==> src/rtl/sif_xa_responder_if.sv <==
// SIF XA target bus bundle plus the forwarded WA write port and debug status.
// The master side drives XA accesses and wa_ready; the slave side is the responder.
// Pure wiring: no latency and no flow control of its own.
interface sif_xa_responder_if;
  logic [15:0] xa_addr;
  logic [15:0] xa_data_wr;
  logic        xa_wr_s;
  logic        xa_rd_s;
  logic [15:0] xa_data_rd;
  logic        wa_ready;
  logic [15:0] wa_addr;
  logic [15:0] wa_data_wr;
  logic        wa_wr_s;
  logic        fifo_ovf;
  logic [7:0]  err_cnt;

  modport master (
    output xa_addr, xa_data_wr, xa_wr_s, xa_rd_s, wa_ready,
    input  xa_data_rd, wa_addr, wa_data_wr, wa_wr_s, fifo_ovf, err_cnt
  );

  modport slave (
    input  xa_addr, xa_data_wr, xa_wr_s, xa_rd_s, wa_ready,
    output xa_data_rd, wa_addr, wa_data_wr, wa_wr_s, fifo_ovf, err_cnt
  );
endinterface

==> src/rtl/sif_xa_responder.sv <==
// SIF XA register-file target; accepted writes are forwarded to the WA port through a FIFO.
// Latency: read data 1 cycle after the strobe; WA pulse 2 cycles after the write (wa_ready high).
// Backpressure: wa_ready stalls the WA drain; a push to a full FIFO without a pop is dropped (fifo_ovf).
// Optional: define SIF_WA_FILTER_EN to suppress writes that do not change the register value.
module sif_xa_responder #(
  parameter int          NUM_REGS   = 16,
  parameter int          FIFO_DEPTH = 4,
  parameter logic [15:0] BAD_DATA   = 16'hDEAD
) (
  input logic             clk,
  input logic             rst,
  sif_xa_responder_if.slave bus
);

  localparam int AW = (NUM_REGS > 1) ? $clog2(NUM_REGS) : 1;
  localparam int PW = (FIFO_DEPTH > 1) ? $clog2(FIFO_DEPTH) : 1;
  localparam int CW = PW + 1;

  logic [15:0] regs [NUM_REGS];
  logic [31:0] fifo_mem [FIFO_DEPTH];
  logic [PW-1:0] wr_ptr, rd_ptr;
  logic [CW-1:0] count;

  logic [15:0] xa_data_rd_q;
  logic [15:0] wa_addr_q, wa_data_q;
  logic        wa_wr_q, ovf_q;
  logic [7:0]  err_q;

  logic          is_wr, is_rd, is_ill, in_range, redundant;
  logic [AW-1:0] idx;
  logic [15:0]   reg_cur;
  logic          full, empty, pop, push_req, push, drop, err_evt;

  // Exactly one access class is active per cycle; both strobes together is illegal.
  assign is_wr    = bus.xa_wr_s & ~bus.xa_rd_s;
  assign is_rd    = bus.xa_rd_s & ~bus.xa_wr_s;
  assign is_ill   = bus.xa_wr_s &  bus.xa_rd_s;
  assign in_range = (bus.xa_addr < 16'(NUM_REGS));
  assign idx      = bus.xa_addr[AW-1:0];
  assign reg_cur  = regs[idx];

`ifdef SIF_WA_FILTER_EN
  assign redundant = in_range && (reg_cur == bus.xa_data_wr);
`else
  assign redundant = 1'b0;
`endif

  assign full     = (count == CW'(FIFO_DEPTH));
  assign empty    = (count == '0);
  assign pop      = ~empty & bus.wa_ready;
  assign push_req = is_wr & in_range & ~redundant;
  // A pop in the same cycle frees the slot, so a full FIFO still accepts.
  assign push     = push_req & (~full | pop);
  assign drop     = push_req & full & ~pop;
  assign err_evt  = is_ill | ((is_wr | is_rd) & ~in_range) | drop;

  // Register file: in-range writes update the addressed entry.
  always_ff @(posedge clk) begin
    if (rst) begin
      for (int i = 0; i < NUM_REGS; i++) regs[i] <= '0;
    end else if (push_req) begin
      regs[idx] <= bus.xa_data_wr;
    end
  end

  // FIFO payload storage; contents are don't-care while count says empty.
  always_ff @(posedge clk) begin
    if (push) fifo_mem[wr_ptr] <= {bus.xa_addr, bus.xa_data_wr};
  end

  // FIFO pointers and occupancy; pointers wrap naturally at the power-of-2 depth.
  always_ff @(posedge clk) begin
    if (rst) begin
      wr_ptr <= '0;
      rd_ptr <= '0;
      count  <= '0;
    end else begin
      if (push) wr_ptr <= wr_ptr + 1'b1;
      if (pop)  rd_ptr <= rd_ptr + 1'b1;
      case ({push, pop})
        2'b10:   count <= count + 1'b1;
        2'b01:   count <= count - 1'b1;
        default: count <= count;
      endcase
    end
  end

  // WA drain: load the head and pulse the strobe whenever downstream is ready.
  always_ff @(posedge clk) begin
    if (rst) begin
      wa_addr_q <= '0;
      wa_data_q <= '0;
      wa_wr_q   <= 1'b0;
    end else begin
      wa_wr_q <= pop;
      if (pop) begin
        wa_addr_q <= fifo_mem[rd_ptr][31:16];
        wa_data_q <= fifo_mem[rd_ptr][15:0];
      end
    end
  end

  // Read data register; holds its value when no read or illegal access occurs.
  always_ff @(posedge clk) begin
    if (rst) begin
      xa_data_rd_q <= '0;
    end else if (is_ill) begin
      xa_data_rd_q <= BAD_DATA;
    end else if (is_rd) begin
      xa_data_rd_q <= in_range ? reg_cur : BAD_DATA;
    end
  end

  // Debug status: sticky overflow flag and a saturating error counter (+1 max per cycle).
  always_ff @(posedge clk) begin
    if (rst) begin
      ovf_q <= 1'b0;
      err_q <= '0;
    end else begin
      if (drop) ovf_q <= 1'b1;
      if (err_evt && err_q != 8'hFF) err_q <= err_q + 8'd1;
    end
  end

  assign bus.xa_data_rd = xa_data_rd_q;
  assign bus.wa_addr    = wa_addr_q;
  assign bus.wa_data_wr = wa_data_q;
  assign bus.wa_wr_s    = wa_wr_q;
  assign bus.fifo_ovf   = ovf_q;
  assign bus.err_cnt    = err_q;

endmodule

==> src/flat_wrapper.sv <==
// flat-port wrapper written by rule: the top's interface ports become plain ports
module sif_xa_responder_flat 
#(
  parameter int          NUM_REGS   = 16,
  parameter int          FIFO_DEPTH = 4,
  parameter logic [15:0] BAD_DATA   = 16'hDEAD
)
  (clk, rst, bus_xa_addr, bus_xa_data_wr, bus_xa_wr_s, bus_xa_rd_s, bus_wa_ready, bus_xa_data_rd, bus_wa_addr, bus_wa_data_wr, bus_wa_wr_s, bus_fifo_ovf, bus_err_cnt);
  sif_xa_responder_if bus_i ();
  input logic clk;
  input logic rst;
  input wire logic [$bits(bus_i.xa_addr)-1:0] bus_xa_addr;
  input wire logic [$bits(bus_i.xa_data_wr)-1:0] bus_xa_data_wr;
  input wire logic [$bits(bus_i.xa_wr_s)-1:0] bus_xa_wr_s;
  input wire logic [$bits(bus_i.xa_rd_s)-1:0] bus_xa_rd_s;
  input wire logic [$bits(bus_i.wa_ready)-1:0] bus_wa_ready;
  output wire logic [$bits(bus_i.xa_data_rd)-1:0] bus_xa_data_rd;
  output wire logic [$bits(bus_i.wa_addr)-1:0] bus_wa_addr;
  output wire logic [$bits(bus_i.wa_data_wr)-1:0] bus_wa_data_wr;
  output wire logic [$bits(bus_i.wa_wr_s)-1:0] bus_wa_wr_s;
  output wire logic [$bits(bus_i.fifo_ovf)-1:0] bus_fifo_ovf;
  output wire logic [$bits(bus_i.err_cnt)-1:0] bus_err_cnt;
  assign bus_i.xa_addr = bus_xa_addr;
  assign bus_i.xa_data_wr = bus_xa_data_wr;
  assign bus_i.xa_wr_s = bus_xa_wr_s;
  assign bus_i.xa_rd_s = bus_xa_rd_s;
  assign bus_i.wa_ready = bus_wa_ready;
  assign bus_xa_data_rd = bus_i.xa_data_rd;
  assign bus_wa_addr = bus_i.wa_addr;
  assign bus_wa_data_wr = bus_i.wa_data_wr;
  assign bus_wa_wr_s = bus_i.wa_wr_s;
  assign bus_fifo_ovf = bus_i.fifo_ovf;
  assign bus_err_cnt = bus_i.err_cnt;
  sif_xa_responder #(.NUM_REGS(NUM_REGS), .FIFO_DEPTH(FIFO_DEPTH), .BAD_DATA(BAD_DATA)) u_core (.clk(clk), .rst(rst), .bus(bus_i));
endmodule
==> config.mk <==
export PLATFORM = sky130hd
export DESIGN_NAME = sif_xa_responder_flat
export DESIGN_NICKNAME = d
export VERILOG_FILES = /design/src/rtl/sif_xa_responder_if.sv /design/src/rtl/sif_xa_responder.sv /design/src/flat_wrapper.sv
export SDC_FILE = /design/constraint.sdc
export NUM_CORES = 1
export LEC_CHECK = 0
export CAP_MARGIN = 30
export CORE_ASPECT_RATIO = 0.5
export CORE_UTILIZATION = 55
export CTS_BUF_LIST = sky130_fd_sc_hd__clkbuf_8
export DETAILED_ROUTE_END_ITERATION = 8
export PLACE_DENSITY = 0.84
export SYNTH_ARGS = -nofsm -noshare
export SYNTH_HDL_FRONTEND = slang
export SYNTH_SLANG_ARGS = --single-unit
export TNS_END_PERCENT = 20
==> constraint.sdc <==
create_clock -name clk -period 5.66 [get_ports clk]
set_input_delay 0.566 -clock clk [delete_from_list [all_inputs] [get_ports clk]]
set_output_delay 0.566 -clock clk [all_outputs]
set_load 0.05 [all_outputs]
## After elaboration in Yosys (flattened, before gate mapping)

Memory sizes are Yosys's and may differ from the RTL's. A register that Yosys moved wholly into a read port is not among the register bits.
Index checks and enable logic that the tools add are counted.
W data, S select, Z words.

| operators by class | value |
|---|---|
| add/sub/neg operators | 5 |
| magnitude comparators | 1 |
| equality and inequality tests | 4 |
| multiplexer cells | 14 |
| bitwise operators | 19 |
| reduce and logical (&&, ||, !) cells | 6 |

Operators with widths:

| cell | count |
|---|---|
| $mux W16 | 4 |
| $lt A16 B5 Y1 const B | 1 |
| $reduce_or A16 Y1 | 1 |
| $and A1 B1 Y1 | 9 |
| $add A8 B1 Y8 const B | 1 |
| $mux W1 | 8 |
| $ne A8 B8 Y1 const B | 1 |
| $not A1 Y1 | 6 |
| $pmux W3 S2 | 1 |
| $add A2 B1 Y2 const B | 2 |
| $mux W4 | 1 |
| $or A1 B1 Y1 | 4 |
| $reduce_bool A2 Y1 | 2 |
| $add A3 B1 Y3 const B | 1 |
| $eq A3 B3 Y1 const B | 1 |
| $logic_not A3 Y1 | 1 |
| $sub A3 B1 Y3 const B | 1 |
| $eq A2 B1 Y1 const B | 1 |
| $eq A2 B2 Y1 const B | 1 |
| $reduce_or A2 Y1 | 1 |
| $logic_and A1 B1 Y1 | 1 |

| word-level totals | value |
|---|---|
| register bits | 33 |
| RAM bits | 384 |
| input bits | 37 |
| output and inout bits | 58 |
| word-level logic and storage cells | 59 |
| memories | 2 |

Memories:

| memory | depth | width | read ports | clocked after Yosys merged registers in | wr ports | RTL line | source |
|---|---|---|---|---|---|---|---|
| u_core.regs | 16 | 16 | 1 | 0 | 16 | sif_xa_responder.sv:19 | `logic [15:0] regs [NUM_REGS];` |
| u_core.fifo_mem | 4 | 32 | 1 | 1 | 1 | sif_xa_responder.sv:20 | `logic [31:0] fifo_mem [FIFO_DEPTH];` |

## Longest topological paths before layout

Gate-level depths: netlist of run 1.

| depth | value |
|---|---|
| depth in word-level cells | 8 |
| mapped depth | 11 |

## Worst setup path after synthesis of run 1

No wires, ideal clock.

| path | value |
|---|---|
| path type | in2reg |
| start point | input port bus_xa_addr[12] |
| end point | memory u_core.regs[14][0], enable pin |
| setup time | 0.392 ns |
| arrival | 3.046 ns |
| slack | 2.222 ns |
| stages | 6 |
| buffers on the path | 1 |
| cell sequence | or4_1 > or4_1 > buf_4 > nor3b_4 > nand3_2 > o21bai_1 |

RTL lines:

| item | RTL line | source |
|---|---|---|
| start: declaration | flat_wrapper.sv:12 | `input wire logic [$bits(bus_i.xa_addr)-1:0] bus_xa_addr;` |
| end: declaration | sif_xa_responder.sv:19 |  |

==> summary.md, run 1 <==
| Metric | Value |
|---|---|
| Status | finished, final reports clean |
| Synth Area in XOR/XNOR | less than 1% |
| Total Wirelength | 42300 µm |
| Power Density | 359 nW/µm² |
| Root buffer cell | clkbuf_8 |
| Vias post-DR | 11064 |
| Die X | 260 µm |
| Worst min-delay path category | primary input to flop |
| Initial drt markers | between 1000 and 1500 |
| Clock buffer depth | 3 |
| Critical Path End Type | flop |
| Asr flop ratio synth | 0% |
| Gpl congestion | about 0.86 |
| Wire length per cell | about 23 µm |
| Max Clk Rate | roughly 260 MHz |
| Tmin final | 3850 ps |
| Area Overhead vs Synth | 14.6% |
| Number of global-route vias before repair | between 10000 and 15000 |
| Largest family of logic cells by synthesized area | multiplexers |
| Worst setup startpoint | bus_xa_addr[9] |
| Final setup fails | 0 |
| Post-route DRC | 0 |
| Clock Latency Late Sink | between 600 and 700 ps |
| Met1 GRT Util | between 30% and 40% |
| Mapped cell area | ~18000 µm² |
| Clk network pwr share | 33.0% |
| Hpwl dp | 28300 µm |
| Worst Path Required | about 6000 ps |
| Overflow after GRT | 0 |
| Final core occ | 65.0% |
| Cells after DPL | ~1700 |
| Clk_skew | 16.5 ps |
| Post-Route Setup TNS | 0 ps |
| Initial antenna violation count | 0 |
| Max-cap check violation count | 0 |
| Met2 Use GR | between 40% and 50% |
| First-pass iteration count of the detailed router | 5 |
| Critical Path AT | 4140 ps |
| Pin count of the biggest net entering global routing | 76 |
| P_leak | between 0.006 and 0.007 µW |
| Logic pwr share | 15.9% |
| N_diodes | 0 |
| Setup crit start kind | primary input |
| Internal power | ~5500 µW |
| FILL cells | about 2100 |
| Final std cells w/o fill | roughly 1800 |
| Predominant post-synthesis flop cell | edfxtp_1 |
| Global-route wire length before repair | 64200 µm |
| Sw Share | between 20% and 30% |
| H-tree levels | 2 |
| Final ANT Viol Nets | 0 |
| Global route hottest layer | met2 |
| Worst-path clk slew | 60 ps |
| Flop pwr share | 51.2% |
| FP Rows | 46 |
| Tcrit/Tclk final | 67.9% |
| Setup Crit Path Kind | primary input to flop |
| CP Max Fanout | 34 |
| Pins over their slew limit | 0 |
| # hold bufs at CTS | 0 |
| Synth warn | 0 |
| Synth Area in Compound Gates | 3.26% |
| Die Ht | 131 µm |
| Avg Inst Size Synth | 14.9 µm² |
| CORE AREA | approximately 32000 µm² |
| Layout cell share with drive strength beyond 1 | 17.5% |
| Least-Margin Pin Slew | 1130 ps |
| Num Clock Sinks | 449 |
| Post-CTS setup buffers | 0 |
| Unrepaired setup endpoints after global routing | false |
| Hold Startpoint | rst |
| Fin nets | 1384 |
| Initial Utilization | 56.7% |
| R2R Path Start | u_core.count[2] |
| Synth Area in Adders | 0.658% |
| Synth Area in Simple Gates | 10.1% |
| Worst vdd ir | 202 µV |
| GRT Util Overall | 25.4% |
| DR vias/cell | 6.08 |
| Syn_nets | about 1300 |
| NetSw | 2000 µW |
| Port buffer count | 94 |
| EDFF count, synth | 384 |
| Multiplexer share of the synthesized area | 13.4% |
| Flops & latches, synth | 449 |
| Post-cts sizing count | 0 |
| M3 GR Usage | 5.34% |
| Io pins | 95 |
| Syn Inst Count | ~1200 |
| Final Hold Fails | 0 |
| Slew HR | 24.5% |
| CTS tree | done |
| Total CTS buffers | 60 |
| Netlist cell types | 47 |
| Die area | 34000 µm² |
| Seq/Total Area, Yosys | 70.3% |
## critical path, cell delays in order
cell             delay, ps
clkdlybuf4s50_1        500
or4_4                  610
or4_1                  810
nor3b_4                480
nand3_2                550
o21bai_1               330
buf_4                  270
## cell type report
cell class	instances	area (µm²)	area share [%]
clock buffers	70	963	4.60
clock inverters	41	267	1.27
inverters	9	33.8	0.161
multi-input cells	688	5080	24.3
flip-flops and latches	449	12800	61.3
well taps	432	541	2.58
repair buffers	130	1200	5.74
## cells by family after synthesis
kind of cell | count (synthesis)
fa+ha+maj | 9
xor+xnor | 8
flops | 449
buf+inv | 86
mux | 123
compound gates | 95
simple gates | 453
## power by group through the flow
stage	combinational, µW	sequential [µW]	clock [µW]
6_report	1190	3850	2480
2_1_floorplan	587	4110	0
5_1_grt	1260	3860	2640
3_3_place_gp	1160	3900	0
4_1_cts	1200	3840	2500
3_5_place_dp	1190	3910	0
## sequential cells by signal, indices dropped and copies added, names as in the netlist
| register | flops |
|---|---|
| u_core.bus.xa_data_rd | 16 |
| u_core.bus.wa_addr | 16 |
| u_core.wr_ptr | 2 |
| u_core.bus.fifo_ovf | 1 |
| u_core.regs | 256 |
| u_core.bus.wa_data_wr | 16 |
| u_core.bus.wa_wr_s | 1 |
| u_core.count | 3 |
| u_core.bus.err_cnt | 8 |
| u_core.fifo_mem | 128 |
| u_core.rd_ptr | 2 |
## stage by stage
stage | area, µm² | total power, µW | hold slack, ps | setup WS, ps
after CTS | 20900 | 7540 | 395 | 1730
after detailed placement | 19700 | 5100 | 451 | 1090
final | 20900 | 7510 | 434 | 1810
after global routing | 20900 | 7760 | 431 | 1640
after floorplan | 18300 | 4700 | 487 | 2220
after global placement | 19700 | 5060 | 443 | 1280
## cell usage in the layout (no fill, tap or decap), types with 4 or more instances in the layout
cell type / Yosys / routed
mux2_2: 13 / 13
mux4_2: 96 / 96
o21ai_0: 12 / 12
clkinv_2: 0 / 6
nand2_1: 109 / 109
clkinv_1: 0 / 9
nor2b_1: 5 / 5
mux2i_1: 14 / 14
dfxtp_1: 65 / 64
a22o_1: 5 / 5
a22oi_1: 5 / 5
buf_4: 1 / 36
inv_1: 9 / 31
nand3_1: 16 / 16
edfxtp_1: 384 / 384
nor2_1: 298 / 298
clkbuf_8: 0 / 70
xnor2_1: 6 / 6
a21oi_1: 46 / 46
and2_1: 4 / 4
ha_1: 8 / 8
clkdlybuf4s50_1: 0 / 90
o21bai_1: 16 / 16
bufinv_16: 0 / 4
## Yosys cell counts, types with 9 or more instances
cell type	instances	area share, %
o21ai_0	12	0.33
edfxtp_1	384	63
inv_1	9	0.19
buf_1	11	0.23
clkbuf_1	47	0.97
a21oi_1	46	1.3
mux2i_1	14	0.77
buf_2	18	0.49
o21bai_1	16	0.66
mux4_2	96	12
nand2_1	109	2.2
nor2_1	298	6.1
dfxtp_1	65	7.1
mux2_2	13	0.80
nand3_1	16	0.44
## routing by layer
layer  vias to the layer above  wire [µm]
met5                         -          0
met2                       735      20500
met1                      5481      16100
li1                       4737          -
met4                         0       1210
met3                       111       4500
## final timing paths
| kind | endpoint | slack [ps] | cells past startpoint |
|---|---|---|---|
| hold reg to reg | u_core.bus.wa_addr[5] | 460 | 2 |
| setup reg to reg | u_core.bus.err_cnt[7] | 3050 | 5 |
| hold / removal | u_core.bus.xa_data_rd[3] | 430 | 4 |
| setup / recovery | u_core.regs[14][8] | 1810 | 7 |
(Power assumes the default switching activity.)
==> run 2: changes to the inputs <==
==> constraint.sdc (replaced) <==
create_clock -name clk -period 3.9 [get_ports clk]
set_input_delay 0.39 -clock clk [delete_from_list [all_inputs] [get_ports clk]]
set_output_delay 0.39 -clock clk [all_outputs]
set_load 0.05 [all_outputs]
==> run 2 against run 1 <==
  * Non-clock buffer count rose by 21
  * Worst hold slack worse by 90 ps
  * Die area did not move
  * Via count increased by 0.76%
  * Final area rose by 0.33%
  * Flip-flop and latch count is the same
  * Count of clock-buffer cells in the layout fell by 4
  * Clock skew decreased by 1.5 ps
  * Critical path depth unchanged
  * Sequential share of layout area is 0.20 points lower
  * Critical endpoint is now u_core.regs[3][7]
==> summary.md, run 2 (synthesis gave the netlist of run 1 again) <==
| Metric | Value |
|---|---|
| Commonest non-fill, non-tap cell in the layout | edfxtp_1 (unchanged) |
| Initial antenna violation count | 0 (unchanged) |
| Total Wirelength | 41900 µm (was 42300 µm) |
| NetSw | 2880 µW (was 2000 µW) |
| Clk_skew | 15.0 ps (was 16.5 ps) |
| # hold bufs at CTS | 0 (unchanged) |
| Largest register FFs | 256 (unchanged) |
| Gpl congestion | 0.831 (was 0.862) |
| Dpl cell area | 19900 µm² (was 19700 µm²) |
| Least-Margin Pin Slew | 929 ps (was 1130 ps) |
| Global-route wire length before repair | 63900 µm (was 64200 µm) |
| Initial drt markers | 1241 (was 1409) |
| Max Clk Rate | 313 MHz |
| Setup Crit Path Kind | primary input to flop (unchanged) |
| Internal power | 7660 µW (was 5510 µW) |
| Pin count of the biggest net entering global routing | 49 (was 76) |
| Final Hold Fails | 0 (unchanged) |
| DR vias/cell | 6.07 (was 6.08) |
| Wire length per cell | 22.8 µm (was 23.3 µm) |
| Max-cap check violation count | 0 (unchanged) |
| Number of global-route vias before repair | 11111 (was 10992) |
| First-pass iteration count of the detailed router | 5 (unchanged) |
| Tmin final | 3200 ps |
| Post-route DRC | 0 (unchanged) |
| Hpwl dp | 29100 µm (was 28300 µm) |
| CTS tree | done (unchanged) |
| Final setup fails | 0 (unchanged) |
| GRT Util Overall | 25.3% (was 25.4%) |
| Clock Latency Late Sink | 590 ps (was 610 ps) |
| Tcrit/Tclk final | 82.0% |
| Fin area | 21000 µm² (was 20900 µm²) |
| Flop pwr share | 53.4% (was 51.2%) |
| Initial Utilization | 56.7% (unchanged) |
| Post-cts sizing count | 0 (unchanged) |
| Sw Share | 27.3% (was 26.6%) |
| Post-Route Setup TNS | 0 ps (unchanged) |
| Pins over their slew limit | 0 (unchanged) |
| Vias post-DR | 11148 (was 11064) |
| Area Overhead vs Synth | 15.0% (was 14.6%) |
| Worst vdd ir | 249 µV (was 202 µV) |
| Critical Path End Type | flop (unchanged) |
| Layout cell share with drive strength beyond 1 | 18.6% (was 17.5%) |
| H-tree levels | 2 (unchanged) |
| Unrepaired setup endpoints after global routing | false (unchanged) |
| Fin nets | 1404 (was 1384) |
| Port buffer count | 94 (unchanged) |
| Critical Path AT | 3480 ps (was 4140 ps) |
| FP Rows | 46 (unchanged) |
| Slew HR | 37.2% (was 24.5%) |
| Logic pwr share | 15.9% (about the same) |
| Die Ht | 131 µm (unchanged) |
| Die X | 260 µm (unchanged) |
| Post-CTS setup buffers | 0 (unchanged) |
| P_leak | 0.00687 µW (was 0.00683 µW) |
| Largest registers | u_core.regs: 256 flops, u_core.fifo_mem: 128 flops (unchanged) |
| Total CTS buffers | 59 (was 60) |
| Most flops, register | u_core.regs (unchanged) |
| Clock buffer depth | 3 (unchanged) |
| Setup crit start kind | primary input (unchanged) |
| Worst Path Required | 4180 ps (was 5960 ps) |
| Final ANT Viol Nets | 0 (unchanged) |
| CORE AREA | 32200 µm² (unchanged) |
| Power Density | 502 nW/µm² (was 359 nW/µm²) |
| Overflow after GRT | 0 (unchanged) |
| Most frequent cells in the layout | edfxtp_1 (384), nor2_1 (298), nand2_1 (109) (unchanged) |
| Io pins | 95 (unchanged) |
| Status | finished, final reports clean (unchanged) |
| Num Clock Sinks | 449 (unchanged) |
| Worst-path clk slew | 70 ps (was 60 ps) |
| CP Max Fanout | 16 (was 34) |
| Clk network pwr share | 30.7% (was 33.0%) |
| Worst min-delay path category | primary input to flop (unchanged) |
| N_diodes | 0 (unchanged) |
| Root buffer cell | clkbuf_8 (unchanged) |
| Die area | 34000 µm² (unchanged) |
[run 2: critical path, stage by stage]
cell and delay, ps:
clkdlybuf4s50_1 510, or4_1 650, or4_1 700, nor3b_4 420, nand2_2 260, o21bai_1 250, buf_4 280
[run 2: final timing paths]
kind / end / slack (ps) / cells after the start / start
worst max-delay path: u_core.regs[3][7] / 700 / 7 / bus_xa_addr[13]
worst min-delay path: u_core.bus.xa_data_rd[3] / 340 / 3 / bus_xa_addr[3]
worst min register to register: u_core.bus.wa_addr[10] / 460 / 2 / u_core.bus.wa_addr[10]
worst max register to register: u_core.bus.err_cnt[7] / 1260 / 5 / u_core.count[2]
[run 2: stage by stage]
step	hold slack [ps]	utilization, %	setup slack [ps]	std cells	total power [µW]
floorplan	487	-	638	1223	6820
global placement	442	61.9	254	1729	7340
detailed placement	447	61.9	160	1729	7400
CTS	303	65.2	790	1838	10600
global route	322	65.2	619	1838	10900
finish	344	65.2	703	1838	10500
[run 2: final cells by class]
class / count / area (µm²)
repair buffers: 151 / 1410
clock buffers: 66 / 908
well taps: 432 / 541
fillers: 2049 / 11200
inverters: 9 / 33.8
flip-flops and latches: 449 / 12800
clock inverters: 43 / 178
multi-input cells: 688 / 5080
[run 2: per-layer routing]
layer,GRT usage (%),vias up,part of all wire (%)
met2,42.8,695,49
met4,7.61,0,2.1
met1,32.9,5604,38
met5,0,-,0
li1,-,4775,-
met3,6.35,74,11
[run 2: power groups by stage]
stage	sequential, µW	combinational (µW)	clock (µW)
3_3_place_gp	5720	1620	0
2_1_floorplan	5960	852	0
6_report	5630	1680	3230
3_5_place_dp	5740	1670	0
4_1_cts	5640	1670	3260
5_1_grt	5660	1770	3460
